<file path="config.mk">
export PLATFORM = sky130hd
export DESIGN_NAME = johnson_decoder
export DESIGN_NICKNAME = d
export VERILOG_FILES = /design/src/rtl/johnson_pkg.sv /design/src/rtl/johnson_code_check.sv /design/src/rtl/johnson_decoder.sv
export SDC_FILE = /design/constraint.sdc
export NUM_CORES = 1
export LEC_CHECK = 0
export ABC_AREA = 1
export CORE_UTILIZATION = 50
export DETAILED_ROUTE_END_ITERATION = 6
export PLACE_DENSITY = 0.78
export SETUP_SLACK_MARGIN = 0.5
export SLEW_MARGIN = 40
export SYNTH_ARGS = -nofsm -noshare
export SYNTH_HDL_FRONTEND = slang
export SYNTH_HIERARCHICAL = 1
export SYNTH_SLANG_ARGS = --single-unit
</file>
<file path="constraint.sdc">
create_clock -name clk -period 2.74 [get_ports clk]
set_input_delay 0.411 -clock clk [delete_from_list [all_inputs] [get_ports clk]]
set_output_delay 0.411 -clock clk [all_outputs]
set_load 0.005 [all_outputs]
</file>
<file path="src/rtl/johnson_pkg.sv">
// Shared Johnson-code helpers and lock FSM state type, used by both the
// Johnson counter and the receive-side decoder.
package johnson_pkg;

  typedef enum logic {
    ST_UNLOCKED = 1'b0,
    ST_LOCKED   = 1'b1
  } lock_state_e;

  // Helpers work on a zero-extended word; the live width is passed explicitly.
  localparam int JOHNSON_MAX_W = 32;

  typedef logic [JOHNSON_MAX_W-1:0] johnson_word_t;
  typedef logic [7:0]               johnson_idx_t;

  function automatic johnson_word_t johnson_next(input johnson_word_t code, input int width);
    johnson_word_t nxt;
    logic          msb;
    nxt = '0;
    msb = 1'b0;
    for (int i = 0; i < JOHNSON_MAX_W; i++) begin
      if (i == width - 1) msb = code[i];
    end
    for (int i = 1; i < JOHNSON_MAX_W; i++) begin
      if (i < width) nxt[i] = code[i-1];
    end
    nxt[0] = ~msb;
    return nxt;
  endfunction

  // Thermometer codes in either direction have at most one bit transition.
  function automatic logic johnson_is_legal(input johnson_word_t code, input int width);
    int edges;
    edges = 0;
    for (int i = 1; i < JOHNSON_MAX_W; i++) begin
      if ((i < width) && (code[i] != code[i-1])) edges++;
    end
    return (edges <= 1);
  endfunction

  function automatic johnson_idx_t johnson_to_idx(input johnson_word_t code, input int width);
    int   pop;
    logic msb;
    pop = 0;
    msb = 1'b0;
    for (int i = 0; i < JOHNSON_MAX_W; i++) begin
      if (i < width) pop += int'(code[i]);
      if (i == width - 1) msb = code[i];
    end
    if (!msb) return johnson_idx_t'(pop);
    return johnson_idx_t'(2 * width - pop);
  endfunction

endpackage

</file>
<file path="src/rtl/johnson_code_check.sv">
// Combinational legality check and binary index decode of one Johnson code.
module johnson_code_check
  import johnson_pkg::*;
#(
  parameter int WIDTH = 4,
  parameter int IDX_W = $clog2(2 * WIDTH)
) (
  input  logic [WIDTH-1:0] code_i,
  output logic             legal_o,
  output logic [IDX_W-1:0] idx_o
);

  always_comb begin
    legal_o = johnson_is_legal(johnson_word_t'(code_i), WIDTH);
    idx_o   = IDX_W'(johnson_to_idx(johnson_word_t'(code_i), WIDTH));
  end

endmodule

</file>
<file path="src/rtl/johnson_decoder.sv">
// Receive-side Johnson decoder: binary index, illegal-code rejection,
// sequence lock tracking, step-error and wrap flags.
module johnson_decoder
  import johnson_pkg::*;
#(
  parameter int WIDTH    = 4,
  parameter int IDX_W    = $clog2(2 * WIDTH),
  parameter int LOCK_CNT = 3,
  parameter int ERR_W    = 8
) (
  input  logic             clk,
  input  logic             reset,
  input  logic [WIDTH-1:0] code_i,
  input  logic             valid_i,
  output logic [IDX_W-1:0] idx_o,
  output logic             idx_valid_o,
  output logic             illegal_o,
  output logic             seq_err_o,
  output logic             wrap_o,
  output logic             locked_o,
  output logic [ERR_W-1:0] err_cnt_o
);

  localparam int               RUN_W    = $clog2(LOCK_CNT + 1);
  localparam logic [IDX_W-1:0] IDX_LAST = IDX_W'(2 * WIDTH - 1);
  localparam logic [RUN_W-1:0] RUN_LOCK = RUN_W'(LOCK_CNT);
  localparam logic [ERR_W-1:0] ERR_MAX  = '1;

  lock_state_e      state_q, state_d;
  logic [RUN_W-1:0] run_q, run_d;
  logic [IDX_W-1:0] prev_idx_q, prev_idx_d;
  logic             prev_ok_q, prev_ok_d;
  logic [IDX_W-1:0] idx_q, idx_d;
  logic             idx_valid_q, idx_valid_d;
  logic             illegal_q, illegal_d;
  logic             seq_err_q, seq_err_d;
  logic             wrap_q, wrap_d;
  logic [ERR_W-1:0] err_cnt_q, err_cnt_d;

  logic             chk_legal;
  logic [IDX_W-1:0] chk_idx;
  logic [IDX_W-1:0] succ_idx;
  logic             correct;
  logic [RUN_W-1:0] run_inc;

  johnson_code_check #(
    .WIDTH (WIDTH),
    .IDX_W (IDX_W)
  ) u_check (
    .code_i  (code_i),
    .legal_o (chk_legal),
    .idx_o   (chk_idx)
  );

  // 2*WIDTH need not be a power of two, so the successor wraps explicitly.
  assign succ_idx = (prev_idx_q == IDX_LAST) ? '0 : prev_idx_q + IDX_W'(1);
  assign correct  = chk_legal && prev_ok_q && (chk_idx == succ_idx);
  assign run_inc  = run_q + RUN_W'(1);

  always_comb begin
    state_d     = state_q;
    run_d       = run_q;
    prev_idx_d  = prev_idx_q;
    prev_ok_d   = prev_ok_q;
    idx_d       = idx_q;
    idx_valid_d = 1'b0;
    illegal_d   = 1'b0;
    seq_err_d   = 1'b0;
    wrap_d      = 1'b0;
    err_cnt_d   = err_cnt_q;

    if (valid_i) begin
      if (chk_legal) begin
        idx_d       = chk_idx;
        idx_valid_d = 1'b1;
        prev_idx_d  = chk_idx;
        prev_ok_d   = 1'b1;
      end else begin
        illegal_d = 1'b1;
        prev_ok_d = 1'b0;
      end

      unique case (state_q)
        ST_UNLOCKED: begin
          if (correct) begin
            if (run_inc == RUN_LOCK) begin
              state_d = ST_LOCKED;
              run_d   = '0;
            end else begin
              run_d = run_inc;
            end
          end else begin
            run_d = '0;
          end
        end
        ST_LOCKED: begin
          if (correct) begin
            wrap_d = (prev_idx_q == IDX_LAST) && (chk_idx == '0);
          end else begin
            seq_err_d = 1'b1;
            state_d   = ST_UNLOCKED;
            run_d     = '0;
            if (err_cnt_q != ERR_MAX) err_cnt_d = err_cnt_q + ERR_W'(1);
          end
        end
        default: begin
          state_d = ST_UNLOCKED;
          run_d   = '0;
        end
      endcase
    end
  end

  always_ff @(posedge clk or posedge reset) begin
    if (reset) begin
      state_q     <= ST_UNLOCKED;
      run_q       <= '0;
      prev_idx_q  <= '0;
      prev_ok_q   <= 1'b0;
      idx_q       <= '0;
      idx_valid_q <= 1'b0;
      illegal_q   <= 1'b0;
      seq_err_q   <= 1'b0;
      wrap_q      <= 1'b0;
      err_cnt_q   <= '0;
    end else begin
      state_q     <= state_d;
      run_q       <= run_d;
      prev_idx_q  <= prev_idx_d;
      prev_ok_q   <= prev_ok_d;
      idx_q       <= idx_d;
      idx_valid_q <= idx_valid_d;
      illegal_q   <= illegal_d;
      seq_err_q   <= seq_err_d;
      wrap_q      <= wrap_d;
      err_cnt_q   <= err_cnt_d;
    end
  end

  assign idx_o       = idx_q;
  assign idx_valid_o = idx_valid_q;
  assign illegal_o   = illegal_q;
  assign seq_err_o   = seq_err_q;
  assign wrap_o      = wrap_q;
  assign locked_o    = (state_q == ST_LOCKED);
  assign err_cnt_o   = err_cnt_q;

endmodule

</file>
==> results <==
- The gate count of the mapped netlist is roughly 160.
- The total congestion overflow is 0.
- The worst path setup slack after routing is around 320 ps.
- Setup slack on the worst reg-to-reg path comes out at 960 ps.
- At the end of the flow, the number of nets in the layout was roughly 220.
- The ratio of cells with drive above 1 in the final layout is around 30%.
- The max capacitance violation total is 0.
- The path class of the tightest hold or removal check is flip-flop to flip-flop.
- The clock input transition at the sequential cells of the worst setup and hold paths is 100 ps.
- The last weighted congestion value of the routability-driven placer is 0.837.
- The largest family of logic cells by synthesized area is simple AND/OR/NAND/NOR gates.
- The post-place setup slack is -560 ps.
- The core footprint is roughly 0.0023 mm2.
- The initial antenna violation count came to 0.
- The average routed wire per standard cell is 12.1 um.
- The final layout contains routed wiring with a total length of about 2800 um.
- The via count of the first global-routing pass was around 1200.
- Data on the critical path arrives at its endpoint at 2660 ps.
- For this design the top-level I/O count stands at 23.
- The cell chosen for the clock root is sky130_fd_sc_hd__clkbuf_4.
- Clock skew on the completed layout was measured at approximately 6.3 ps.
- For the pin with the worst max-slew slack, the measured transition is 713 ps.
- The hold violation total from the final report came to 0.
- Entering global routing, the biggest net connects 20 pins.
- The cts-stage hold buffer count is 0.
- After the first detailed-routing iteration, the DRC count stood at 25.
- The endpoint of the worst hold path is prev_ok_q.
- The detail route stage leaves a number of antenna-violating nets equal to 0.
- The portion of synthesized area spent on multiplexers is 0%.
- The worst setup path is launched from an input pin.
- 0 antenna diodes ended up in the layout.
- CTS built an H-tree with a depth of 1.
- The number of sinks handled by clock tree synthesis is 19.
- The multi-input combinational cells in the finished layout cover a total of 744 um2.
- The layout overhead on the synthesized area is 38.4%.
- The headroom to the max-slew limit is between 50% and 60%.
- The synthesized area is 0.00124 mm2.
- Excluding fillers, the count of instances in the completed layout stands at about 230.
- The logic depth of the worst register-to-register path is 10.
- The layout has roughly 170 filler cells.
- The final sum of negative setup slack is 0 ps.
- The worst supply voltage drop on vdd is 0.386 mV.
- The power per cell area is between 400 and 500 mW/mm2.
- The path type of the worst setup path is input pin to flip-flop.
- The highest signal layer in the routed design is met4.
- Port buffering added 22 buffers.
- The worst setup path is captured at a flip-flop.
- Sequential elements use about two fifths of the synthesized area.
- The number of cells on the worst hold path is 2.
- The Yosys step of the flow raised 6 warnings.
- After synthesis, the cell types taking the most area are sky130_fd_sc_hd__dfrtp_1 (38%), sky130_fd_sc_hd__nand2_1 (15%), sky130_fd_sc_hd__ha_1 (7.0%).
- The DRC violations left is 0.
- The overall routing resource usage is approximately 24%.
- The floorplan step defined a die boundary enclosing roughly 0.0027 mm2.
- Setup repair after global routing could not meet its margin everywhere.
- The xor and xnor area share after synthesis is 2.11%.
- The number of setup violations in the final report is 0.
- The height of the die is roughly 52 um.
- The starting density of the core is 54.6%.
- The synthesized area per cell is between 7 and 8 um2.
- Counting both buffers and inverters, the worst setup path holds a total of 5.
- The length of routed wiring on met1 is between 1000 and 1500 um.
- Of all nets on the critical path, the largest fanout is 8.
- The area share of the leading cell type in the synthesized netlist is about two fifths.
- After Yosys synthesis, and, or, nand and nor cells account for 37.4% of the synthesized area.
- The library cell with the largest summed area after synthesis is sky130_fd_sc_hd__dfrtp_1.
- The most common cell type on the critical path is sky130_fd_sc_hd__nand2_2.
- The number of pins with negative max-slew slack in the final report is 0.
- The clock period minus final worst setup slack is between 2000 and 2500 ps.
- TritonCTS built the clock tree.
- The number of different library cells used by synthesis comes to 24.
- The routed design uses 97 um of met3 wire.
- The start of the worst register-to-register path is idx_o[0].
- The worst reg2reg path endpoint is err_cnt_o[1].
- Row generation in the floorplan step produced 17 rows.
- Of the total synthesized cell area, the portion taken by full adders, half adders and majority gates is under 10%.
- The later pin in the worst-skew pair is clocked with a latency of roughly 300 ps.
- In the final layout, flip-flops and latches occupy about 480 um2.
- The mean number of vias per cell is 5.12.
- The share of the cycle needed by the critical path after routing is 88.3%.
- The cell count after placement is 220.
- The detailed-router iteration count before antenna repair is 4.
- At the worst endpoint, the required time is between 2000 and 3000 ps.
- The number of nets handed over by synthesis was between 150 and 200.
- The timing-limited maximum frequency is slightly above 400 MHz.
- The horizontal extent of the die is between 50 and 60 um.
- The delay contributed by the slowest stage of the critical path is 520 ps.
- The routed via count is about 1200.
- The tightest hold margin is between 500 and 600 ps.
- The clock passes through at most 2 buffers.
- The post-synthesis sequential element count is 19.
- Measured on the finished design, the core utilization comes to about 76%.
- The signal on the critical path passes through buf_8, inv_4, fa_1, inv_1, ha_2, ha_4, inv_4, ha_4, nand2_2, o21ai_2, inv_2, nand2_2, nand3_2, nor2_4, nand2_4, nand3_4, nand2_2, nand2_2.
- Counting buffers and inverters, the worst setup path is 18 cells deep.
- The run finished with clean final reports.
- The first global-routing pass estimated 4860 um of wire.
- The post-detailed-placement half-perimeter wirelength is slightly above 2000 um.
- On the critical path the largest part of the delay comes from adder cells.
- The highest-delay cell along the critical path is sky130_fd_sc_hd__fa_1.
- The worst hold path begins at prev_ok_q.
- In this run the static leakage power is approximately 0.00085 uW.
- The number of buffers added by the clock tree synthesis step is 3.
- The complex-gate fraction of the synthesized area is under 10%.
- The detailed route wirelength on metal2 is around 1300 um.
[cell type report]
type / instances / share of cell area [%]
multi-input cells: 118 / 43.3
repair buffers: 34 / 19.0
inverters: 25 / 6.48
clock buffers: 4 / 1.53
flip-flops and latches: 19 / 27.7
well taps: 28 / 2.04
[cells in the final DEF, fill, tap and decap left out, types with 2 or more instances in the layout]
cell type and n:
sky130_fd_sc_hd__o21ai_0 3, sky130_fd_sc_hd__nand3_2 2, sky130_fd_sc_hd__ha_4 2, sky130_fd_sc_hd__nor2_4 3, sky130_fd_sc_hd__clkdlybuf4s50_1 19, sky130_fd_sc_hd__inv_4 2
sky130_fd_sc_hd__inv_2 6, sky130_fd_sc_hd__nor2_2 4, sky130_fd_sc_hd__dfrtp_1 19, sky130_fd_sc_hd__inv_1 16, sky130_fd_sc_hd__buf_4 12, sky130_fd_sc_hd__ha_1 4
sky130_fd_sc_hd__clkbuf_4 3, sky130_fd_sc_hd__nand3_1 8, sky130_fd_sc_hd__xor2_1 2, sky130_fd_sc_hd__nand2_1 41, sky130_fd_sc_hd__a21oi_1 2, sky130_fd_sc_hd__nand4_1 10
sky130_fd_sc_hd__o21ai_2 2, sky130_fd_sc_hd__nor2_1 10, sky130_fd_sc_hd__nand2_2 15
[synthesized netlist by cell type, drive strengths merged]
master  count
fa          1
nand3      11
a21oi       3
o21ai       5
o21bai      1
nand2      56
nor2       17
xnor2       1
inv        25
a31oi       1
ha          7
buf         2
xor2        2
dfrtp      19
nand4      10
nor3        2
[stage by stage]
stage	power [uW]	instance area, um2
after floorplan	521	1300
after detailed placement	626	1610
final	787	1720
after global placement	615	1610
after global routing	845	1720
after CTS	783	1690
[registers in the layout, indices dropped and copies added (netlist names)]
register	count
idx_valid_o	1
idx_o	3
run_q	2
err_cnt_o	8
prev_ok_q	1
locked_o	1
seq_err_o	1
wrap_o	1
illegal_o	1
[power breakdown]
| group | switching [uW] | internal (uW) | leakage (uW) |
|---|---|---|---|
| Sequential | 18.9 | 301 | 0.000257 |
| Clock | 82.4 | 56.8 | 0.0000150 |
| Combinational | 177 | 152 | 0.000577 |
| Total | 278 | 509 | 0.000849 |
[worst reg2reg max path: cells and delay by family, from the launching register on]
kind / cells / cell delay, ps
simple gates: 7 / 670
buf+inv: 1 / 60
flops: 1 / 440
fa+ha+maj: 2 / 550
[what timing repair did]
action,in CTS,in global routing
resized for setup,26,10
setup endpoints to repair,15,14
buffers inserted,2,1
pin swaps,16,9
cloned,1,0
[logic make-up (layout without fill, tap and decap cells)]
logic type,count (synthesis),count (layout)
DFF,19,19
and+or+nand+nor,96,97
buffers and inverters,27,63
xor gates and xnor gates,3,3
adders and majority gates,8,8
AOI/OAI and AO/OA,10,10
[how the worst max path moves through the flow]
stage / endpoint / from
after floorplan: err_cnt_o[2] / code_i[3]
after global placement: err_cnt_o[2] / code_i[3]
after detailed placement: err_cnt_o[7] / code_i[3]
after CTS: err_cnt_o[2] / code_i[0]
after global routing: err_cnt_o[3] / code_i[0]
final: err_cnt_o[1] / code_i[0]
[routing by layer]
metal  up-vias  track usage (%)
met5         -                0
met4         0             9.01
met3         8             3.51
met2        31             42.7
met1       532             30.1
li1        597                -
No activity file was read; power rests on OpenSTA's default activity.
==> RTL edit 1 (same settings) <==
`ERR_W`: 8 -> 6.
--- a/src/rtl/johnson_decoder.sv
+++ b/src/rtl/johnson_decoder.sv
@@ -7,5 +7,5 @@
   parameter int IDX_W    = $clog2(2 * WIDTH),
   parameter int LOCK_CNT = 3,
-  parameter int ERR_W    = 8
+  parameter int ERR_W    = 6
 ) (
   input  logic             clk,
Ports: changed (resized err_cnt_o); port bits go from 23 to 21. The function was not compared with the original's and may differ.
==> RTL edit 1 against the unedited design <==
Sequential power decreased by 8.2%. Cell area fell by 5.7%. Largest cell class unchanged. Via count decreased by 4.4%. Clock skew down 0.0043 ns. Non-clock buffer count is 3 higher. Count of clock-buffer cells in the layout did not move. Wire length shrank 8.9%. Sequential cell count shrank 2. Worst setup slack got worse by 0.020 ns. Synthesized area decreased by 12%. Total power up 4.5%. Critical endpoint is now err_cnt_o[2]$_DFFE_PP0P_. First-iteration DRC count is 60% higher.
==> RTL edit 1: results (changes against the unedited design) <==
Parameter                              Value

Worst setup path
  Critical register-to-register path endpoint ... err_cnt_o[2]$_DFFE_PP0P_ (was err_cnt_o[1]$_DFFE_PP0P_)
  Setup slack, reg-to-reg ... 0.88 ns (was 0.96 ns)

STA
  Portion of the clock cycle consumed by the worst path in the final layout ... 0.8904 (was 0.8830)
  Min Hold Slack ... 0.4942 ns (was 0.5106 ns)
  Clock Skews ... 0.001992 ns (was 0.006295 ns)
  Slew @ Worst Pin ... 0.6455 ns (was 0.7127 ns)

Logic synthesis
  Post-Syn Area per Cell ... 7.727 sq um (was 7.622 sq um)
  Leading post-synthesis cells by cell area ... dfrtp_1, nand2_1, ha_1 (unchanged)
  Fraction of the yosys area taken by sequential cells ... 0.3877 (was 0.3827)
  Area share of the leading cell type in the synthesized netlist ... 0.3877 (was 0.3827)
  Share of the synthesized netlist area taken by xor and xnor gates ... 0.02395 (was 0.02115)
  Count of distinct cell types in the synthesized netlist ... 25 (was 24)
  Ranking of synthesized cells by instance count ... nand2_1, dfrtp_1, inv_1, nor2_1 (was nand2_1, inv_1, dfrtp_1, nor2_1, nand4_1)

Layout
  # fillers ... 128 (was 172)
  Share of cells above drive strength 1 ... 0.3736 (was 0.3000)
  Final-stage net count ... 198 (was 216)
  Number of flip-flops under the largest register name ... 6 (was 8)

Power
  VDD IR max ... 0.3880 mV (was 0.3856 mV)
  Leakage power ... 0.8015 nW (was 0.8488 nW)

Detailed routing
  Routed wire length per instance ... 12.07 microns (was 12.14 microns)
  Number of detailed-routing iterations run before antenna repair ... 6 (was 4)
  Total number of vias ... 1117 (was 1168)
  Vias per cell ... 5.344 (was 5.123)
  Initial DRC count ... 40 (was 25)

Placement
  Estimated wirelength of the detail-placed design ... 1.747 mm (was 2.030 mm)
  Final RePlAce weighted congestion ... 0.8687 (was 0.8372)
  Worst slack at placement ... -0.5873 ns (was -0.5596 ns)

Min path
  Type of the most critical hold path ... input pin to asynchronous set/reset pin (was flop to flop)

Status
  Run status ... finished, final reports clean (unchanged)

GRT
  Global-route total usage across every layer ... 0.2426 (was 0.2444)
  First-pass GRT wire length ... 4.429 mm (was 4.864 mm)

Floorplanning
  Area of the core region ... 2022 sq um (was 2276 sq um)
## RTL edit 1: through the flow
stage          area (sq um)  power, mW
4_1_cts                1549     0.7740
2_1_floorplan          1161     0.4932
6_report               1622     0.8230
3_5_place_dp           1465     0.6096
5_1_grt                1622     0.8757
3_3_place_gp           1465     0.5974
## RTL edit 1: worst max-delay path by stage
stage | depth (start not counted) | from | slack [ns] | to
finish | 19 | code_i[0] | 0.30 | err_cnt_o[2]$_DFFE_PP0P_
global route | 19 | code_i[0] | 0.13 | err_cnt_o[4]$_DFFE_PP0P_
CTS | 19 | code_i[0] | 0.34 | err_cnt_o[0]$_DFFE_PP0P_
floorplan | 18 | code_i[3] | 0.23 | err_cnt_o[2]$_DFFE_PP0P_
detailed placement | 19 | code_i[3] | -0.59 | err_cnt_o[0]$_DFFE_PP0P_
global placement | 19 | code_i[3] | -0.51 | err_cnt_o[2]$_DFFE_PP0P_
## RTL edit 1: metal layers
layer  track usage  vias to the layer above  share of wire
met1        0.3083                      523           0.42
met5             0                        -              0
met2        0.4074                       50           0.49
met3       0.02804                        6          0.057
met4        0.1225                        0          0.025
li1              -                      538              -
## RTL edit 1: report_power, final
| part | switching, mW | internal (mW) |
|---|---|---|
| Sequential | 0.0223 | 0.271 |
| Combinational | 0.205 | 0.189 |
| Clock | 0.0787 | 0.0567 |
| Total | 0.306 | 0.517 |
## RTL edit 1: layout make-up
| cell class | count | share of cell area |
|---|---|---|
| multi-input combinational | 100 | 0.4205 |
| tap | 27 | 0.02083 |
| inverter | 24 | 0.06636 |
| clock buffer | 4 | 0.01620 |
| timing repair buffer | 37 | 0.2137 |
| sequential | 17 | 0.2623 |
## RTL edit 1: timing repair
action | in CTS | in global routing
pin swaps | 11 | 8
endpoints found under the setup margin | 13 | 12
buffers inserted | 5 | 2
gates resized for setup | 24 | 17
==> RTL edit 2 (config.mk and constraints unchanged) <==
Without the edit above. Remove the register `seq_err_q`: a continuous assignment takes its place, so the output `seq_err_o` follows one clock earlier.
--- a/src/rtl/johnson_decoder.sv
+++ b/src/rtl/johnson_decoder.sv
@@ -121,5 +121,4 @@
       idx_valid_q <= 1'b0;
       illegal_q   <= 1'b0;
-      seq_err_q   <= 1'b0;
       wrap_q      <= 1'b0;
       err_cnt_q   <= '0;
@@ -132,9 +131,10 @@
       idx_valid_q <= idx_valid_d;
       illegal_q   <= illegal_d;
-      seq_err_q   <= seq_err_d;
       wrap_q      <= wrap_d;
       err_cnt_q   <= err_cnt_d;
     end
   end
+
+  assign seq_err_q = seq_err_d;
 
   assign idx_o       = idx_q;
Function: changed (Yosys sat finds a counterexample within 10 cycles, from zero or initial values and one cycle with reset high).
==> RTL edit 2 against the unedited design <==
The run now ends with setup timing left. Maximum frequency is 20% lower. Clock skew is 0.0013 ns higher. Sequential cell count is 1 lower. Total power is 18% higher. Register-to-register slack worse by 0.42 ns. Wire length is 25% higher. Clock power is 17% higher. Synthesized area is 3.1% lower. Synthesized cell count is 0.61% lower. Final cell count is 4.4% higher. Global-route usage is 3.4 points higher. Worst setup slack worse by 0.61 ns. Cell area is 6.1% higher. Critical path type is now input pin to output pin. Critical endpoint is now seq_err_o. Largest cell class unchanged.
==> RTL edit 2: results (changes against the unedited design) <==
Parameter                              Value

Layout
  # fillers ... 137 (was 172)
  Share of cells above drive strength 1 ... 0.3762 (was 0.3000)

Worst setup path
  Maximum net fanout on the critical path ... 2 (was 8)
  Arrival time reported for the critical path endpoint ... 2.62 ns (was 2.66 ns)
  Worst setup path startpoint ... code_i[3] (was code_i[0])

Detailed routing
  Routed wire length per instance ... 14.53 microns (was 12.14 microns)
  Aggregate routed wire length ... 3.458 mm (was 2.769 mm)
  Vias per cell ... 5.500 (was 5.123)
  Initial DRC count ... 82 (was 25)

Placement
  Worst slack at placement ... -1.152 ns (was -0.5596 ns)
  Estimated wirelength of the detail-placed design ... 2.057 mm (was 2.030 mm)
  Post-Place Cell Area ... 1623 sq um (was 1609 sq um)
  Final RePlAce weighted congestion ... 0.8078 (was 0.8372)
  Placed cell count ... 224 (was 220)

Logic synthesis
  Share of the synthesized netlist area taken by xor and xnor gates ... 0.02183 (was 0.02115)
  Complex-gate fraction of the synthesized area ... 0.05405 (was 0.05237)
  Number of register bits inferred by synthesis ... 18 (was 19)
  Cell count after synthesis ... 162 (was 163)
  Ranking of synthesized cells by instance count ... nand2_1, inv_1, dfrtp_1, nor2_1 (was nand2_1, inv_1, dfrtp_1, nor2_1, nand4_1)
  Leading post-synthesis cells by cell area ... dfrtp_1, nand2_1, ha_1 (unchanged)
  Total nets after synthesis ... 177 (was 178)
  Fraction of the yosys area taken by sequential cells ... 0.3742 (was 0.3827)

STA
  Worst Slack Setup Final ... -0.2881 ns (was 0.3206 ns)
  Setup TNS ... -2.573 ns (was 0 ns)
  Final-report setup violation count ... 13 (was 0)
  Slew Limit Headroom ... 0.5461 (was 0.5244)

Status
  Run status ... finished, violations left (was finished, final reports clean)
  Violations in the final reports ... setup timing

GRT
  First-pass GRT wire length ... 5.382 mm (was 4.864 mm)
  Maximum number of pins on one net before global-route repair ... 19 (was 20)
  Global-route total usage across every layer ... 0.2780 (was 0.2444)

Power
  Leakage power ... 0.9119 nW (was 0.8488 nW)
RTL edit 2: changes by cell type after synthesis, sizes merged:
cell   before  now
dfrtp      19   18
RTL edit 2: power by group:
group	leakage (nW)	switching, mW	internal (mW)
Sequential	0.243	0.0185	0.286
Clock	0.0210	0.0813	0.0809
Combinational	0.648	0.250	0.211
Total	0.912	0.350	0.578
RTL edit 2: metrics by stage:
| stage | hold WS, ns | utilization |
|---|---|---|
| 6_report | 0.4896 | 0.8168 |
| 5_1_grt | 0.5210 | 0.8168 |
| 4_1_cts | 0.4911 | 0.7765 |
| 3_5_place_dp | 0.4663 | 0.7266 |
| 3_3_place_gp | 0.4549 | 0.7266 |
| 2_1_floorplan | 0.3496 | - |
RTL edit 2: cells by family (layout without fill, tap and decap cells):
group	after synthesis	after routing
AO/OA/AOI/OAI	10	10
XOR/XNOR	3	3
adder cells (fa/ha/maj)	8	8
buffers and inverters	27	74
flip-flops	18	18
AND/OR/NAND/NOR	96	97
RTL edit 2: critical path, cell delays in order:
cell,delay [ns]
buf_6,0.07
buf_6,0.11
inv_12,0.03
fa_1,0.47
inv_1,0.05
ha_2,0.19
ha_4,0.27
inv_4,0.03
ha_4,0.24
nand2_1,0.05
o21ai_2,0.08
inv_2,0.08
nand2_2,0.11
nand3_2,0.12
nor2_4,0.14
nor3_2,0.04
buf_2,0.13
RTL edit 2: what timing repair did:
action | 4_1_cts | 5_1_grt
resized for setup | 32 | 18
hold buffers | 0 | 0
pin swaps | 12 | 6
endpoints found under the hold margin | 0 | 0
cloned | 1 | 0
endpoints found under the setup margin | 15 | 14
setup buffers | 5 | 4
RTL edit 2: cell type report:
type	count	share of cell area
clock buffer	4	0.01989
inverter	25	0.05967
multi-input combinational	118	0.4342
sequential	18	0.2469
tap	28	0.01920
timing repair buffer	45	0.2202
RTL edit 2: path summary, 6_finish.rpt:
kind                                                 end  slack [ns]  depth (start not counted)
worst max-delay path                           seq_err_o       -0.29                         17
worst min-delay path               prev_ok_q$_DFFE_PP0P_        0.49                          2
worst max register to register  err_cnt_o[4]$_DFFE_PP0P_        0.54                         13
worst min register to register     prev_ok_q$_DFFE_PP0P_        0.49                          2
max in group asynchronous           locked_o$_DFFE_PP0P_        1.79                          2
min in group asynchronous           run_q[0]$_DFFE_PP0P_        0.51                          2
RTL edit 2: routing by layer:
layer | GRT usage | share of wire | wire (microns)
met5 | 0 | 0 | 0
met4 | 0.1019 | 0.047 | 162
met3 | 0.02976 | 0.076 | 263
met2 | 0.4583 | 0.48 | 1667
met1 | 0.3755 | 0.39 | 1364
